$ cat src/rtl/run_length_logger.sv
// Run-length logger: times each high run of the detector output, counts runs, and queues the lengths in a FWFT FIFO.
// Optional sticky drop flag on port `overflow` is built only when RLL_OVERFLOW_EN is defined.
module run_length_logger #(
    parameter int LEN_W = 8,
    parameter int DEPTH = 4,
    parameter int CNT_W = 8
) (
    input  logic             clock,
    input  logic             reset,
    input  logic             det_in,
    input  logic             clear,
    input  logic             rd_ready,
    output logic             rd_valid,
    output logic [LEN_W-1:0] rd_len,
    output logic [CNT_W-1:0] evt_count,
    output logic             fifo_full,
`ifdef RLL_OVERFLOW_EN
    output logic             overflow,
`endif
    output logic             active
);

    localparam int PTR_W = (DEPTH > 1) ? $clog2(DEPTH) : 1;
    localparam logic [LEN_W-1:0] LEN_MAX   = '1;
    localparam logic [PTR_W:0]   COUNT_MAX = (PTR_W+1)'(DEPTH);

    typedef enum logic {IDLE, RUN} state_t;

    state_t           r_state, w_state_nxt;
    logic [LEN_W-1:0] r_len_cnt, w_len_nxt;
    logic             w_push, w_pop, w_wr_en;
    logic [PTR_W-1:0] r_wr_ptr, r_rd_ptr;
    logic [PTR_W:0]   r_count;
    logic [CNT_W-1:0] r_evt_count;
    logic [LEN_W-1:0] r_mem [DEPTH];

    // NOTE: every signal written here gets a default first so no latch is inferred.
    always_comb begin
        w_state_nxt = r_state;
        w_len_nxt   = r_len_cnt;
        w_push      = 1'b0;
        case (r_state)
            IDLE: begin
                if (det_in) begin
                    w_state_nxt = RUN;
                    w_len_nxt   = LEN_W'(1);
                end
            end
            RUN: begin
                if (det_in) begin
                    if (r_len_cnt != LEN_MAX) w_len_nxt = r_len_cnt + 1'b1;
                end else begin
                    w_push      = 1'b1;
                    w_state_nxt = IDLE;
                    w_len_nxt   = '0;
                end
            end
            default: begin
                w_state_nxt = IDLE;
                w_len_nxt   = '0;
            end
        endcase
    end

    // When full, a same-edge pop frees the slot the push lands in, so order is kept.
    assign w_pop   = rd_valid && rd_ready;
    assign w_wr_en = w_push && (!fifo_full || w_pop);

    // NOTE: sequential state uses non-blocking assignments so all registers update together.
    always_ff @(posedge clock or negedge reset) begin
        if (!reset) begin
            r_state     <= IDLE;
            r_len_cnt   <= '0;
            r_wr_ptr    <= '0;
            r_rd_ptr    <= '0;
            r_count     <= '0;
            r_evt_count <= '0;
        end else if (clear) begin
            r_state     <= IDLE;
            r_len_cnt   <= '0;
            r_wr_ptr    <= '0;
            r_rd_ptr    <= '0;
            r_count     <= '0;
            r_evt_count <= '0;
        end else begin
            r_state   <= w_state_nxt;
            r_len_cnt <= w_len_nxt;
            if (w_push)  r_evt_count <= r_evt_count + 1'b1;
            if (w_wr_en) r_wr_ptr    <= r_wr_ptr + 1'b1;
            if (w_pop)   r_rd_ptr    <= r_rd_ptr + 1'b1;
            case ({w_wr_en, w_pop})
                2'b10:   r_count <= r_count + 1'b1;
                2'b01:   r_count <= r_count - 1'b1;
                default: r_count <= r_count;
            endcase
        end
    end

    // NOTE: storage is not reset; entries are only visible through rd_valid, which is.
    always_ff @(posedge clock) begin
        if (w_wr_en && !clear) r_mem[r_wr_ptr] <= r_len_cnt;
    end

`ifdef RLL_OVERFLOW_EN
    logic r_overflow;

    always_ff @(posedge clock or negedge reset) begin
        if (!reset)                  r_overflow <= 1'b0;
        else if (clear)              r_overflow <= 1'b0;
        else if (w_push && !w_wr_en) r_overflow <= 1'b1;
    end

    assign overflow = r_overflow;
`endif

    assign rd_valid  = (r_count != '0);
    assign fifo_full = (r_count == COUNT_MAX);
    assign rd_len    = rd_valid ? r_mem[r_rd_ptr] : '0;
    assign evt_count = r_evt_count;
    assign active    = (r_state == RUN);

endmodule

$ cat config.mk
export PLATFORM = sky130hd
export DESIGN_NAME = run_length_logger
export DESIGN_NICKNAME = d
export VERILOG_FILES = /design/src/rtl/run_length_logger.sv
export SDC_FILE = /design/constraint.sdc
export NUM_CORES = 1
export LEC_CHECK = 0
export CAP_MARGIN = 20
export CORE_ASPECT_RATIO = 0.9
export CORE_MARGIN = 2
export CORE_UTILIZATION = 45
export CTS_CLUSTER_DIAMETER = 30
export DETAILED_ROUTE_END_ITERATION = 10
export GPL_TIMING_DRIVEN = 0
export HOLD_SLACK_MARGIN = 0.06
export PLACE_DENSITY = 0.65
export SLEW_MARGIN = 20
export SYNTH_ARGS = -nofsm -noshare
export SYNTH_HDL_FRONTEND = slang
export SYNTH_SLANG_ARGS = --single-unit
$ cat constraint.sdc
create_clock -name clock -period 5.81 [get_ports clock]
set_clock_uncertainty 0.05 [all_clocks]
set_input_delay 1.162 -clock clock [delete_from_list [all_inputs] [get_ports clock]]
set_output_delay 1.162 -clock clock [all_outputs]
set_load 0.005 [all_outputs]
Word-level counts from Yosys, hierarchy flattened
Memory sizes are Yosys's and may differ from the RTL's.
Cells that the tools add are included.
{"block": "op_classes", "n_addsub": 6, "n_eq_ne": 6, "mux": 20, "bitwise_logic": 1, "reduce_logical": 12}
{"op": "8-bit 2-to-1 mux", "count": 7}
{"op": "8-bit by 1-bit adder with 8-bit output, second input constant", "count": 2}
{"op": "8-bit case mux with 2 select lines", "count": 1}
{"op": "2-bit 2-to-1 mux", "count": 4}
{"op": "8-bit != test, second input constant", "count": 1}
{"op": "1-bit 2-to-1 mux", "count": 6}
{"op": "3-bit case mux with 2 select lines", "count": 1}
{"op": "2-bit nonzero test", "count": 3}
{"op": "3-bit nonzero test", "count": 2}
{"op": "2-bit by 1-bit adder with 2-bit output, second input constant", "count": 2}
{"op": "4-bit by 3-bit != test with 1-bit output, second input constant", "count": 1}
{"op": "3-bit by 1-bit adder with 3-bit output, second input constant", "count": 1}
{"op": "3-bit equality test, second input constant", "count": 1}
{"op": "1-bit logical AND", "count": 3}
{"op": "3-bit 2-to-1 mux", "count": 1}
{"op": "3-bit != test, second input constant", "count": 1}
{"op": "3-bit by 1-bit subtractor with 3-bit output, second input constant", "count": 1}
{"op": "2-bit by 1-bit equality test with 1-bit output, second input constant", "count": 1}
{"op": "2-bit equality test, second input constant", "count": 1}
{"op": "1-bit zero test", "count": 2}
{"op": "2-bit AND reduction", "count": 1}
{"op": "1-bit logical OR", "count": 1}
{"op": "1-bit inverter", "count": 1}
{"block": "word_totals", "register_bits": 24, "ramBits": 32, "inputBits": 5, "out_inout_bits": 19, "elab_cells": 52, "n_memories": 1}
{"memory": "r_mem", "words": 4, "width": 8, "rd": 1, "rd_ports_with_merged_regs": 0, "write_ports": 1, "line": "35", "rtl": "logic [LEN_W-1:0] r_mem [DEPTH];"}

Depth between registers and ports, before layout
{"block": "depth", "depth_word": 7, "ltp_mapped": 6, "mapped_depth_nobuf": 6}

Least setup slack after synthesis
No wires, ideal clock.
{"block": "synth_timing", "path_kind": "input to register", "from": "in det_in", "to": "reg r_count[2]", "setup_ps": 82, "t_arrival_ps": 2386, "required_time_ps": 5678, "path_slack_ps": 3292, "stages": 6, "path_buffers": 0, "path_cell_list": "and2b_4 nor2_1 fa_1 nor4_1 o21ai_0 a31oi_1"}
{"block": "synth_via", "elab_chain_len": 6, "elab_cells_between_ends": 8, "cone_classes": "eq/ne: 2; mux: 4; reduce/logical: 2"}
{"item": "start: declaration", "line": "10", "rtl": "input logic det_in,"}
{"item": "1-bit 2-to-1 mux (*)", "line": "50", "rtl": "if (det_in) begin"}
{"item": "1-bit 2-to-1 mux (*)", "line": "42", "rtl": "case (r_state)"}
{"item": "1-bit logical AND (*)", "line": "67", "rtl": "assign w_wr_en = w_push && (!fifo_full || w_pop);"}
{"item": "2-bit by 1-bit equality test with 1-bit output or 2-bit equality test (tied branches)", "line": "91", "rtl": "case ({w_wr_en, w_pop})"}
{"item": "3-bit case mux with 2 select lines", "line": "91"}
{"item": "3-bit 2-to-1 mux", "line": "78", "rtl": "end else if (clear) begin"}
{"item": "end signal: assignment", "line": "92", "rtl": "2'b10: r_count <= r_count + 1'b1;"}
{"item": "end signal: assignment", "line": "93", "rtl": "2'b01: r_count <= r_count - 1'b1;"}
{"item": "end signal: assignment", "line": "94", "rtl": "default: r_count <= r_count;"}
{"item": "end: declaration", "line": "33", "rtl": "logic [PTR_W:0] r_count;"}
Mark *: on every way between the ends. The rest lies on a longest branch, timed or not.
A chain may end at the register's enable or synchronous reset.

Worst setup path in the final report
{"block": "layout_timing", "from": "reg r_rd_ptr[0]", "to": "out rd_len[3]"}
{"block": "layout_via", "elab_chain_len": 2}
{"item": "start: declaration", "line": "32", "rtl": "logic [PTR_W-1:0] r_wr_ptr, r_rd_ptr;"}
{"item": "start signal: assignment", "line": "90", "rtl": "if (w_pop) r_rd_ptr <= r_rd_ptr + 1'b1;"}
{"item": "memory read 4 x 8 bit"}
{"item": "8-bit 2-to-1 mux", "line": "118", "rtl": "assign rd_len = rd_valid ? r_mem[r_rd_ptr] : '0;"}
{"item": "end: declaration", "line": "14", "rtl": "output logic [LEN_W-1:0] rd_len,"}
No other way between the ends.

==> flow_summary.toml <==
[clock_network]
postCtsHoldBufs = 0
cts_root_buf = "clkbuf_8"
tritoncts = "built"
clkSlewWorstSetupHoldPaths_ns = 0.10
clock_latency_ns = 0.31
clock_path_buffers = 2
ctsResizeCount = 0
cts-htree-levels = 2
numCtsBuffers = 5
cts.sinks = 56
post_cts_buffers = 0

[synth]
synth_cells = 192
synth_top_area_share_pct = 37.1
synthArstFlopShare_pct = 42.9
synthAdderAreaFrac_pct = 3.67
muxShareOfSynthArea_pct = 8.16
ys_seq_area_share_pct = 60.3
synth-simple-area-share_pct = 15.6
yosysMostFrequentCell = "edfxtp_1"
synth_seq_cells = 56
ys.flop_type = "edfxtp_1"
yosysUniqueCellTypes = 48
synth.net_count = 204
synth.area.top_cells = "edfxtp_1, dfrtp_1, mux4_2"
yosys-top-cells-count = "edfxtp_1, dfrtp_1, nor2_1, and2_1, xor2_1"
synth_xor_area_share_pct = 3.72
synth_area_per_cell_um2 = 13.5
yosysWarnings = 0
netlist_area_mm2 = 0.00259
synth_edf_count = 32
synth_compound_area_share_pct = 6.71
synth_top_family_by_area = "simple AND/OR/NAND/NOR gates"
yosysTopAreaCell = "edfxtp_1"

[layout]
fillers = 485
area_delta_synth_final_pct = 15.6
nets = 234
fin_util_pct = 53.2
diodes = 0
drive_gt1_share_pct = 13.5

[die]
fp.dieH_um = 76.0
num_rows = 26
die_width_um = 84.0
io-pin-count = 24
core_area_mm2 = 0.00563
fp.dieArea_mm2 = 0.00638
start_util_pct = 46.0

[min_path]
hp-start = "evt_count[7]"
hold_path.class = "reg -> reg"

[routing]
wl_met3_um = 154
drc_errors = 0
drt-initial-drc-count = 92
routed.top_layer = "met4"
wl_met1_mm = 2.22
firstDrtPassIters = 4
drt_wl_total_mm = 4.44
met2_length_mm = 2.00
vias_per_cell = 5.39
final_antenna_net_count = 0
wire_per_inst_um = 15.2
vias = 1580

[global_route]
antenna_found_initial = 0
track_usage_pct = 15.3
grt_pass1_wl_mm = 7.65
grt_pass1_vias = 1587
overflow = 0
grt_max_degree = 25

[placed_design]
pre_cts_ws_ns = 2.55
io_buffers = 23
dpl.hpwl_mm = 3.00
place_congestion = 0.724

[job]
cap_violations = 0

[timing]
setup-violations-final = 0
worst_pin_slew_ns = 0.596
slew_viol_final = 0
timing.final.hold_violations = 0
max-slew-margin-rel_pct = 59.9
finalCriticalPeriod_ns = 3.31
final.period_utilization_pct = 57.0
setup_ws_ns = 2.50
finalSetupTns_ns = 0
rsz0062_at_grt = "false"
max_freq_ghz = 0.302

[power_and_ir_drop]
power_density_mw_per_mm2 = 278
power_mw = 0.834
vdd_drop_max_mv = 0.136
leakagePower_nw = 1.16

[critical_path]
crit_start = "r_rd_ptr[0]"
required_ns = 4.60
slowest_stage = "mux4_2"
crit_type = "reg -> out"
r2r-start = "r_count[1]"
end_kind = "primary output"
critPathMaxFanout = 10
crit_chain = "buf_2 > mux4_2 > and2_1 > clkdlybuf4s50_1"
cp.arrival_ns = 2.10
cpPeakStageDelay_ns = 0.55
crit_path_start_kind = "flip-flop"

[run_status]
status = "completed"
-- worst max-delay path, delay by kind of cell, from the launching register on --
family                 cells  cell delay [ns]
muxes                      1             0.55
buffers and inverters      2             0.73
DFF                        1             0.33
and+or+nand+nor            1             0.17
-- routing by layer --
metal | vias to the layer above | GRT usage (%)
li1 | 761 | -
met1 | 773 | 21.8
met2 | 39 | 23.1
met3 | 7 | 3.25
met4 | 0 | 5.97
met5 | - | 0
-- cells in the final DEF, fill, tap and decap left out, types with 2 or more instances in the layout --
master           synthesis  routed
a21o_1                   3       3
a21oi_1                  3       3
a31oi_1                  6       6
and2_1                  14      14
and3_1                   5       5
buf_1                    2       2
buf_2                    3       4
clkbuf_8                 0       5
clkdlybuf4s50_1          0      22
dfrtp_1                 24      24
edfxtp_1                32      32
ha_1                     6       6
inv_1                    4       4
mux2i_1                  2       2
mux4_2                   8       8
nand2_1                  8       8
nand2b_1                 2       2
nand3_1                  4       4
nand4_1                  4       4
nor2_1                  16      16
nor3_1                   3       3
o211ai_1                 2       2
o21ai_0                  4       4
or4_1                    2       2
xnor2_1                  2       2
xor2_1                   9       9
-- cells by family (layout without fill, tap and decap cells) --
kind of cell	after synthesis	in the layout
compound gates	26	26
flops	56	56
xor+xnor	11	11
simple gates	70	70
buf+inv	11	42
fa+ha+maj	7	7
mux	11	11
-- area by class of cell --
type | instances | area, µm² | share of cell area [%]
clock inverter | 3 | 22.5 | 0.752
clock buffer | 5 | 68.8 | 2.30
buffer | 7 | 33.8 | 1.13
timing repair buffer | 23 | 225 | 7.52
inverter | 4 | 15.0 | 0.501
tap | 70 | 87.6 | 2.93
multi-input combinational | 125 | 980 | 32.7
sequential | 56 | 1560 | 52.2
-- through the flow --
stage	hold slack [ns]	instance area [µm²]	std cells
final	0.508	2990	293
after global routing	0.556	2990	293
after CTS	0.513	2990	293
after detailed placement	0.491	2900	285
after global placement	0.481	2910	285
after floorplan	0.463	2590	192
-- sequential cells by signal, summed over array words and instances, names as in the netlist --
signal / flops
evt_count: 8
r_wr_ptr: 2
r_count: 3
active: 1
r_rd_ptr: 2
r_len_cnt: 8
r_mem: 32
-- power breakdown --
part           internal (mW)  total (mW)  switching [mW]
Clock                 0.0866       0.216           0.129
Combinational         0.0991       0.175          0.0755
Sequential             0.429       0.444          0.0146
-- final timing paths --
path,slack (ns),cells past startpoint,to
max in group asynchronous,4.55,1,r_len_cnt[3]
min reg2reg,0.51,2,evt_count[7]
min,0.51,2,evt_count[7]
min in group asynchronous,0.77,1,r_count[1]
max,2.50,4,rd_len[3]
max reg2reg,3.71,6,r_count[2]
Note: power is estimated with default switching activity, not from simulation.
